==> src/rtl/writeback_queue_if.sv <==
// Writeback queue bus: single-cycle ALU results, load results with valid/ready,
// decode-stage hazard query and the registered register-file write port.
`ifndef RegAddrBits
`define RegAddrBits 5
`endif
`ifndef DataBusBits
`define DataBusBits 32
`endif

interface writeback_queue_if;
    // A load transfers on a rising edge where mem_valid && mem_ready; the sender
    // holds mem_rd/mem_data stable while mem_valid is high without mem_ready.
    // The ALU path has no ready: alu_valid is a one-cycle pulse that is always taken.
    logic                      alu_valid;
    logic [`RegAddrBits-1:0]   alu_rd;
    logic [`DataBusBits-1:0]   alu_data;
    logic                      mem_valid;
    logic                      mem_ready;
    logic [`RegAddrBits-1:0]   mem_rd;
    logic [`DataBusBits-1:0]   mem_data;
    logic [`RegAddrBits-1:0]   hz_addr1;
    logic [`RegAddrBits-1:0]   hz_addr2;
    logic                      stall;
    logic                      we;
    logic [`RegAddrBits-1:0]   saddr;
    logic [`DataBusBits-1:0]   wdata;

    modport slave (
        input  alu_valid, alu_rd, alu_data, mem_valid, mem_rd, mem_data,
               hz_addr1, hz_addr2,
        output mem_ready, stall, we, saddr, wdata
    );

    modport master (
        output alu_valid, alu_rd, alu_data, mem_valid, mem_rd, mem_data,
               hz_addr1, hz_addr2,
        input  mem_ready, stall, we, saddr, wdata
    );
endinterface

==> src/rtl/writeback_queue.sv <==
// Register-file writeback arbiter: ALU results win, loads wait in an in-order FIFO.
// Define WBQ_STATS_EN to add the bp_cycles back-pressure counter output.
`ifndef RegAddrBits
`define RegAddrBits 5
`endif
`ifndef DataBusBits
`define DataBusBits 32
`endif

module writeback_queue #(
    parameter int DEPTH = 4
) (
    input  logic               clk,
    input  logic               rst,
`ifdef WBQ_STATS_EN
    output logic [15:0]        bp_cycles,
`endif
    writeback_queue_if.slave   wbq
);
    localparam int RA = `RegAddrBits;
    localparam int DW = `DataBusBits;
    localparam int AW = $clog2(DEPTH);
    localparam int CW = AW + 1;

    logic [AW-1:0]  r_wr_ptr;
    logic [AW-1:0]  r_rd_ptr;
    logic [CW-1:0]  r_count;
    logic [DEPTH-1:0] r_valid;
    logic [RA-1:0]  r_rd   [DEPTH];
    logic [DW-1:0]  r_data [DEPTH];
    logic           r_we;
    logic [RA-1:0]  r_saddr;
    logic [DW-1:0]  r_wdata;

    logic           w_empty;
    logic           w_full;
    logic           w_ready;
    logic           w_accept;
    logic           w_pop;
    logic           w_direct;
    logic           w_push;
    logic           w_nxt_we;
    logic [RA-1:0]  w_nxt_saddr;
    logic [DW-1:0]  w_nxt_wdata;
    logic           w_stall;

    assign w_empty  = (r_count == '0);
    assign w_full   = (r_count == CW'(DEPTH));
    assign w_ready  = rst & ~w_full;
    assign w_accept = wbq.mem_valid & w_ready;
    assign w_pop    = ~wbq.alu_valid & ~w_empty;
    assign w_direct = ~wbq.alu_valid & w_empty & w_accept;
    // A load racing an ALU write to the same register is older, so it is dropped.
    assign w_push   = w_accept & ~w_direct & (wbq.mem_rd != '0)
                    & ~(wbq.alu_valid & (wbq.mem_rd == wbq.alu_rd));

    always_comb begin
        w_nxt_we    = 1'b0;
        w_nxt_saddr = r_saddr;
        w_nxt_wdata = r_wdata;
        if (wbq.alu_valid) begin
            if (wbq.alu_rd != '0) begin
                w_nxt_we    = 1'b1;
                w_nxt_saddr = wbq.alu_rd;
                w_nxt_wdata = wbq.alu_data;
            end
        end else if (!w_empty) begin
            // A killed head still consumes its slot, it just writes nothing.
            if (r_valid[r_rd_ptr]) begin
                w_nxt_we    = 1'b1;
                w_nxt_saddr = r_rd[r_rd_ptr];
                w_nxt_wdata = r_data[r_rd_ptr];
            end
        end else if (w_accept && (wbq.mem_rd != '0)) begin
            w_nxt_we    = 1'b1;
            w_nxt_saddr = wbq.mem_rd;
            w_nxt_wdata = wbq.mem_data;
        end
    end

    always_comb begin
        w_stall = 1'b0;
        for (int i = 0; i < DEPTH; i++) begin
            if (r_valid[i] && (wbq.hz_addr1 != '0) && (r_rd[i] == wbq.hz_addr1)) w_stall = 1'b1;
            if (r_valid[i] && (wbq.hz_addr2 != '0) && (r_rd[i] == wbq.hz_addr2)) w_stall = 1'b1;
        end
        if (r_we && (wbq.hz_addr1 != '0) && (r_saddr == wbq.hz_addr1)) w_stall = 1'b1;
        if (r_we && (wbq.hz_addr2 != '0) && (r_saddr == wbq.hz_addr2)) w_stall = 1'b1;
    end

    always_ff @(posedge clk) begin
        if (!rst) begin
            r_wr_ptr <= '0;
            r_rd_ptr <= '0;
            r_count  <= '0;
            r_valid  <= '0;
            r_we     <= 1'b0;
            r_saddr  <= '0;
            r_wdata  <= '0;
        end else begin
            r_we    <= w_nxt_we;
            r_saddr <= w_nxt_saddr;
            r_wdata <= w_nxt_wdata;
            for (int i = 0; i < DEPTH; i++) begin
                if (wbq.alu_valid && (wbq.alu_rd != '0) && (r_rd[i] == wbq.alu_rd))
                    r_valid[i] <= 1'b0;
            end
            if (w_pop) begin
                r_valid[r_rd_ptr] <= 1'b0;
                r_rd_ptr          <= r_rd_ptr + 1'b1;
            end
            if (w_push) begin
                r_valid[r_wr_ptr] <= 1'b1;
                r_wr_ptr          <= r_wr_ptr + 1'b1;
            end
            case ({w_push, w_pop})
                2'b10:   r_count <= r_count + 1'b1;
                2'b01:   r_count <= r_count - 1'b1;
                default: r_count <= r_count;
            endcase
        end
    end

    always_ff @(posedge clk) begin
        if (w_push) begin
            r_rd[r_wr_ptr]   <= wbq.mem_rd;
            r_data[r_wr_ptr] <= wbq.mem_data;
        end
    end

`ifdef WBQ_STATS_EN
    logic [15:0] r_bp_cycles;

    always_ff @(posedge clk) begin
        if (!rst) begin
            r_bp_cycles <= '0;
        end else if (wbq.mem_valid && !w_ready && (r_bp_cycles != 16'hFFFF)) begin
            r_bp_cycles <= r_bp_cycles + 16'd1;
        end
    end

    assign bp_cycles = r_bp_cycles;
`endif

    assign wbq.mem_ready = w_ready;
    assign wbq.stall     = w_stall;
    assign wbq.we        = r_we;
    assign wbq.saddr     = r_saddr;
    assign wbq.wdata     = r_wdata;
endmodule
==> src/flat_wrapper.sv <==
// flat-port wrapper written by rule: the top's interface ports become plain ports
module writeback_queue_flat 
#(
    parameter int DEPTH = 4
)
  (clk, rst, wbq_alu_valid, wbq_alu_rd, wbq_alu_data, wbq_mem_valid, wbq_mem_rd, wbq_mem_data, wbq_hz_addr1, wbq_hz_addr2, wbq_mem_ready, wbq_stall, wbq_we, wbq_saddr, wbq_wdata);
  writeback_queue_if wbq_i ();
  input  logic clk;
  input  logic rst;
  input wire logic [$bits(wbq_i.alu_valid)-1:0] wbq_alu_valid;
  input wire logic [$bits(wbq_i.alu_rd)-1:0] wbq_alu_rd;
  input wire logic [$bits(wbq_i.alu_data)-1:0] wbq_alu_data;
  input wire logic [$bits(wbq_i.mem_valid)-1:0] wbq_mem_valid;
  input wire logic [$bits(wbq_i.mem_rd)-1:0] wbq_mem_rd;
  input wire logic [$bits(wbq_i.mem_data)-1:0] wbq_mem_data;
  input wire logic [$bits(wbq_i.hz_addr1)-1:0] wbq_hz_addr1;
  input wire logic [$bits(wbq_i.hz_addr2)-1:0] wbq_hz_addr2;
  output wire logic [$bits(wbq_i.mem_ready)-1:0] wbq_mem_ready;
  output wire logic [$bits(wbq_i.stall)-1:0] wbq_stall;
  output wire logic [$bits(wbq_i.we)-1:0] wbq_we;
  output wire logic [$bits(wbq_i.saddr)-1:0] wbq_saddr;
  output wire logic [$bits(wbq_i.wdata)-1:0] wbq_wdata;
  assign wbq_i.alu_valid = wbq_alu_valid;
  assign wbq_i.alu_rd = wbq_alu_rd;
  assign wbq_i.alu_data = wbq_alu_data;
  assign wbq_i.mem_valid = wbq_mem_valid;
  assign wbq_i.mem_rd = wbq_mem_rd;
  assign wbq_i.mem_data = wbq_mem_data;
  assign wbq_i.hz_addr1 = wbq_hz_addr1;
  assign wbq_i.hz_addr2 = wbq_hz_addr2;
  assign wbq_mem_ready = wbq_i.mem_ready;
  assign wbq_stall = wbq_i.stall;
  assign wbq_we = wbq_i.we;
  assign wbq_saddr = wbq_i.saddr;
  assign wbq_wdata = wbq_i.wdata;
  writeback_queue #(.DEPTH(DEPTH)) u_core (.clk(clk), .rst(rst), .wbq(wbq_i));
endmodule
==> config.mk <==
export PLATFORM = sky130hd
export DESIGN_NAME = writeback_queue_flat
export DESIGN_NICKNAME = d
export VERILOG_FILES = /design/src/rtl/writeback_queue_if.sv /design/src/rtl/writeback_queue.sv /design/src/flat_wrapper.sv
export SDC_FILE = /design/constraint.sdc
export NUM_CORES = 1
export LEC_CHECK = 0
export CORE_AREA = 2 2 127 129
export CTS_CLUSTER_DIAMETER = 200
export DETAILED_ROUTE_END_ITERATION = 10
export DIE_AREA = 0 0 129 131
export HOLD_SLACK_MARGIN = 0.02
export PLACE_DENSITY = 0.88
export SKIP_CTS_REPAIR_TIMING = 1
export SLEW_MARGIN = 20
export SYNTH_ARGS = -nofsm -noshare
export SYNTH_HDL_FRONTEND = slang
export SYNTH_SLANG_ARGS = --single-unit
==> constraint.sdc <==
create_clock -name clk -period 7.9 [get_ports clk]
set_input_delay 1.185 -clock clk [delete_from_list [all_inputs] [get_ports clk]]
set_output_delay 1.185 -clock clk [all_outputs]
set_load 0.01 [all_outputs]
# Word level (Yosys, flattened, before mapping)
# Memory sizes are Yosys's and may differ from the RTL's. A register that Yosys moved wholly into a read port is not among the register bits.
# Cells that the tools add are included.
# Widths: inputs -> output; s select.
# op_classes
eq_ne	20
magnitude_cmp	4
reduce_logical	36
muxes	49
bitwise_logic	17
addsub	4
# ops
operator	count
$mux 32	5
$eq 5x5->1	15
$logic_and 1x1->1	28
$mux 1	28
$mux 5	5
$reduce_bool 5->1	4
$mux 4	3
$and 1x1->1	9
$mux 2	4
$lt 2x3->1 const B	2
$pmux 3 s2	1
$not 1->1	5
$add 2x1->2 const B	2
$and 4x4->4	1
$demux 1 s2	2
$ge 2x1->1 const B	2
$not 4->4	1
$or 4x4->4	1
$add 3x1->3 const B	1
$eq 3x3->1 const B	1
$logic_not 3->1	1
$ne 3x3->1 const B	1
$reduce_and 3->1	1
$reduce_bool 3->1	1
other kinds (6)	6
# word_totals
register_bits	49
wordCells	139
mem_bits_rw	148
mem_count	2
# mem_list
memory	depth	word_bits	rd	rd_ports_with_merged_regs	write_ports	line_no	source
u_core.r_data	4	32	1	1	1	writeback_queue.sv:30	logic [DW-1:0] r_data [DEPTH];
u_core.r_rd	4	5	5	1	1	writeback_queue.sv:29	logic [RA-1:0] r_rd [DEPTH];

# Longest topological paths before layout
# logic_depth
ltp_word	13
ltp_mapped	13
mapped_depth_nobuf	11

# Worst setup path before layout
# Ideal clock, no wire load.
# synth_timing
path_kind	input to register
start	in rst
end	mem u_core.r_data[0][0] (netlist name), enable pin
setup_slack_ns	4.344
required_ns	7.502
arrival_ns	3.158
setup_time_ns	0.398
path_buffers	1
path_stages	6
path_cell_list	inv_1 -> a31oi_1 -> o211ai_1 -> a211oi_1 -> buf_2 -> and2_1
# synth_via
elab_chain_len	9
# synth_rtl
element	line_no	source
start: declaration	flat_wrapper.sv:9	input logic rst;
$and 1x1->1 *	writeback_queue.sv:49	assign w_ready = rst & ~w_full;
net wbq_mem_ready	flat_wrapper.sv:18	output wire logic [$bits(wbq_i.mem_ready)-1:0] wbq_mem_ready;
$and 1x1->1 *	writeback_queue.sv:50	assign w_accept = wbq.mem_valid & w_ready;
$and 1x1->1	writeback_queue.sv:52	assign w_direct = ~wbq.alu_valid & w_empty & w_accept;
$not 1->1	writeback_queue.sv:54	assign w_push = w_accept & ~w_direct & (wbq.mem_rd != '0)
$and 1x1->1 * (2 in a row)	writeback_queue.sv:54	
$and 1x1->1 *	writeback_queue.sv:55	& ~(wbq.alu_valid & (wbq.mem_rd == wbq.alu_rd));
$mux 1 *	writeback_queue.sv:125	if (w_push) begin
$mux 1 (not written as such) *	writeback_queue.sv:127	r_data[r_wr_ptr] <= wbq.mem_data;
end: declaration	writeback_queue.sv:30	
# Mark *: on every way through the listed nets, which the timed path passes. The rest lies on a longest branch.

# Worst setup path after layout
# layout_timing
start	in wbq_hz_addr1[1]
end	out wbq_stall
# layout_via
elab_chain_len	13
# layout_rtl
element	line_no	source
start: declaration	flat_wrapper.sv:16	input wire logic [$bits(wbq_i.hz_addr1)-1:0] wbq_hz_addr1;
$reduce_bool 5->1	writeback_queue.sv:84, writeback_queue.sv:87	
$logic_and 1x1->1 (2 in a row)	writeback_queue.sv:84	if (r_valid[i] && (wbq.hz_addr1 != '0) && (r_rd[i] == wbq.hz_addr1)) w_stall = 1'b1;
$mux 1	writeback_queue.sv:84	
$mux 1	writeback_queue.sv:85	if (r_valid[i] && (wbq.hz_addr2 != '0) && (r_rd[i] == wbq.hz_addr2)) w_stall = 1'b1;
$mux 1	writeback_queue.sv:84	
$mux 1	writeback_queue.sv:85	
$mux 1	writeback_queue.sv:84	
$mux 1	writeback_queue.sv:85	
$mux 1	writeback_queue.sv:84	
$mux 1	writeback_queue.sv:85	
$mux 1 *	writeback_queue.sv:87	if (r_we && (wbq.hz_addr1 != '0) && (r_saddr == wbq.hz_addr1)) w_stall = 1'b1;
$mux 1 *	writeback_queue.sv:88	if (r_we && (wbq.hz_addr2 != '0) && (r_saddr == wbq.hz_addr2)) w_stall = 1'b1;
end: declaration	flat_wrapper.sv:19	output wire logic [$bits(wbq_i.stall)-1:0] wbq_stall;
# Every way passes the cells marked *; elsewhere a longest branch is shown, timed or not.

==> impl_metrics.py <==
metrics = {
    "critical_path": {
        "start_kind": "input pin",
        "critical_path_class": "in2out",
        "r2r_cells": 5,
        "worstPathArrival_ns": 3.28,
        "endpoint_kind": "output pin",
        "crit_fanout": 6,
        "ff2ff_setup_slack_ns": 4.90,
        "r2r-end": "u_core.r_data[0][21]",
        "crit_path_end": "wbq_stall",
        "reg2reg_from": "u_core.r_count[0]",
        "crit_required_ns": 6.71,
        "crit_start": "wbq_hz_addr1[1]",
    },
    "timing": {
        "tightestPinTransition_ns": 1.05,
        "clock-skew-final_ns": 0.00930,
        "finalSetupViolCount": 0,
        "period_share_pct": 56.5,
        "hold_viol": 0,
        "hold-worst-slack_ns": 0.471,
        "fmax_ghz": 0.224,
        "layout_setup_ws_ns": 3.44,
        "relSlewSlack_pct": 30.2,
        "min_period_ns": 4.46,
        "rsz0062_at_grt": "false",
        "setup_tns_ns": 0,
        "final_max_slew_viol_count": 0,
    },
    "logic_synthesis": {
        "ys.flop_type": "edfxtp_1",
        "synthCells": 695,
        "yosys_warnings": 0,
        "synth_cell_type_count": 37,
        "ys_top_cells_by_area": "edfxtp_1 (49%), dfxtp_1 (11%), mux4_2 (9.5%), xor2_1 (5.4%), nand2_1 (4.9%)",
        "async_flop_share_pct": 0,
        "avgSynthCellArea_sq_um": 12.9,
        "synth_top_area_share_pct": 49.5,
        "syn_area_sq_um": 8980,
        "synth_edf_count": 148,
        "synth_seq_cells": 199,
        "yosys.area.top_type": "edfxtp_1",
        "synthesis.nets": 793,
        "yosysMostFrequentCell": "edfxtp_1",
        "yosys-top-cells-count": "edfxtp_1 (148), nand2_1 (118), xor2_1 (55), dfxtp_1 (51)",
        "ys_seq_area_share_pct": 60.9,
    },
    "route": {
        "vias_per_cell": 6.27,
        "route.vias.total": 6412,
        "top_layer": "met4",
        "wl_per_cell_microns": 22.9,
        "finalWirelength_mm": 23.4,
        "antenna_left": 0,
        "drt_iter0_drc": 663,
        "wl_met1_mm": 8.52,
        "routed-wl-met3_mm": 1.79,
        "drc_errors": 0,
        "drt_first_pass_iters": 5,
        "met2WireLength_mm": 12.1,
    },
    "place": {
        "postPlaceCellArea_sq_um": 10300,
        "port_buffers": 127,
        "post-dp-hpwl_mm": 14.2,
        "pre_cts_ws_ns": 2.77,
        "globalplace.congestion": 0.840,
    },
    "floorplanning": {
        "start_util_pct": 57.6,
        "core_sq_um": 15600,
        "rows": 46,
        "dieArea_sq_um": 16900,
        "ioPinCount": 128,
        "fp.dieW_microns": 129,
        "fp.dieH_microns": 131,
    },
    "job": {
        "maxCapViolCount": 0,
    },
    "layout": {
        "nNetsFinal": 892,
        "finalInstanceArea_sq_um": 10900,
        "num-fill-cells": 1005,
        "layout-drive-gt1-share_pct": 11.2,
        "num_antenna_cells": 0,
        "area_growth_pct": 21.6,
    },
    "clocking": {
        "clkLatencyLatePin_ns": 0.43,
        "cts_num_sinks": 199,
        "htreeDepth": 4,
        "cts_buffers": 17,
        "root_buffer": "clkbuf_16",
        "cts_tree": "built",
        "cts_buffer_depth": 2,
        "clk_pin_slew_worst_paths_ns": 0.07,
    },
    "grt": {
        "grt_max_degree": 44,
        "grt_pass1_wl_mm": 35.9,
        "antenna_found_initial": 0,
        "grt_pass1_vias": 6617,
        "grt_usage_pct": 28.8,
        "overflow": 0,
    },
    "power": {
        "ir_drop_uv": 186,
        "total_power_mw": 3.09,
        "powerDensity_nw_per_um2": 283,
        "p_leak_nw": 3.61,
    },
    "worst_hold_path": {
        "worstHoldStart": "u_core.wbq.wdata[8]",
        "min_path_type": "reg2reg",
    },
    "outcome": {
        "outcome": "finished clean",
    },
}
[how the worst min path moves through the flow]
stage / to / cells after the start
2_1_floorplan: u_core.r_count[2] / 2
3_3_place_gp: u_core.wbq.wdata[15] / 2
3_5_place_dp: u_core.wbq.wdata[8] / 2
4_1_cts: u_core.wbq.wdata[8] / 2
5_1_grt: u_core.wbq.wdata[14] / 2
6_report: u_core.wbq.wdata[8] / 2
[layout by cell type, fill, tap and decap left out, types with 4 or more instances in the layout]
master and n:
inv_1 10, xnor2_1 24, nor4_1 14, buf_4 7, nor2_1 13, mux4_2 38, and2_2 4, edfxtp_1 148
a32oi_1 4, clkdlybuf4s50_1 125, o21ai_0 40, o22ai_1 38, xor2_1 55, clkbuf_16 19, nand2_1 118, dfxtp_1 49
a21oi_1 40, nand3_1 14, ha_1 9, inv_6 4
[logic make-up after synthesis]
kind of cell	count (synthesis)	synth area share, %
AO/OA/AOI/OAI	129	8.17
XOR/XNOR	79	7.71
adder cells (fa/ha/maj)	10	1.48
buffers and inverters	65	3.82
flip-flops	199	60.9
multiplexers	39	9.64
AND/OR/NAND/NOR	174	8.33
[layer usage]
| layer | vias up | global-route usage (%) |
|---|---|---|
| li1 | 2748 | - |
| met1 | 3159 | 35.2 |
| met2 | 419 | 49.0 |
| met3 | 86 | 4.97 |
| met4 | 0 | 16.4 |
| met5 | - | 0 |
[metrics by stage]
| step | util [%] | cells |
|---|---|---|
| 6_report | 70.0 | 1023 |
| 5_1_grt | 70.0 | 1023 |
| 4_1_cts | 70.0 | 1023 |
| 3_5_place_dp | 66.0 | 991 |
| 3_3_place_gp | 66.0 | 991 |
| 2_1_floorplan | - | 695 |
[critical path, stage by stage]
cell,delay (ns)
clkdlybuf4s50_1,0.56
xor2_1,0.22
nor4_1,0.30
nand3_1,0.14
nand3_1,0.11
a311oi_1,0.05
o21ai_0,0.17
clkdlybuf4s50_1,0.55
[flip-flops by register name, indices dropped and copies added, names as in the netlist, named ones only]
register,flops
u_core.r_valid,4
u_core.r_rd,20
u_core.r_rd_ptr,2
u_core.wbq.saddr,5
u_core.r_count,3
u_core.wbq.wdata,32
u_core.r_data,128
u_core.r_wr_ptr,2
u_core.wbq.we,1
[final cells by class]
cell class	count	area [sq um]	area share, %
clock inverters	11	131	1.20
clock buffers	21	493	4.51
flip-flops and latches	199	5470	50.1
inverters	11	41.3	0.378
repair buffers	134	1310	12.0
well taps	216	270	2.48
multi-input cells	431	3200	29.3
[report_power, final]
part	total (mW)	switching, mW	leakage [nW]	internal, mW
Combinational	0.889	0.498	1.55	0.392
Clock	0.906	0.387	0.303	0.519
Sequential	1.30	0.0726	1.76	1.22
(Power assumes the default switching activity.)
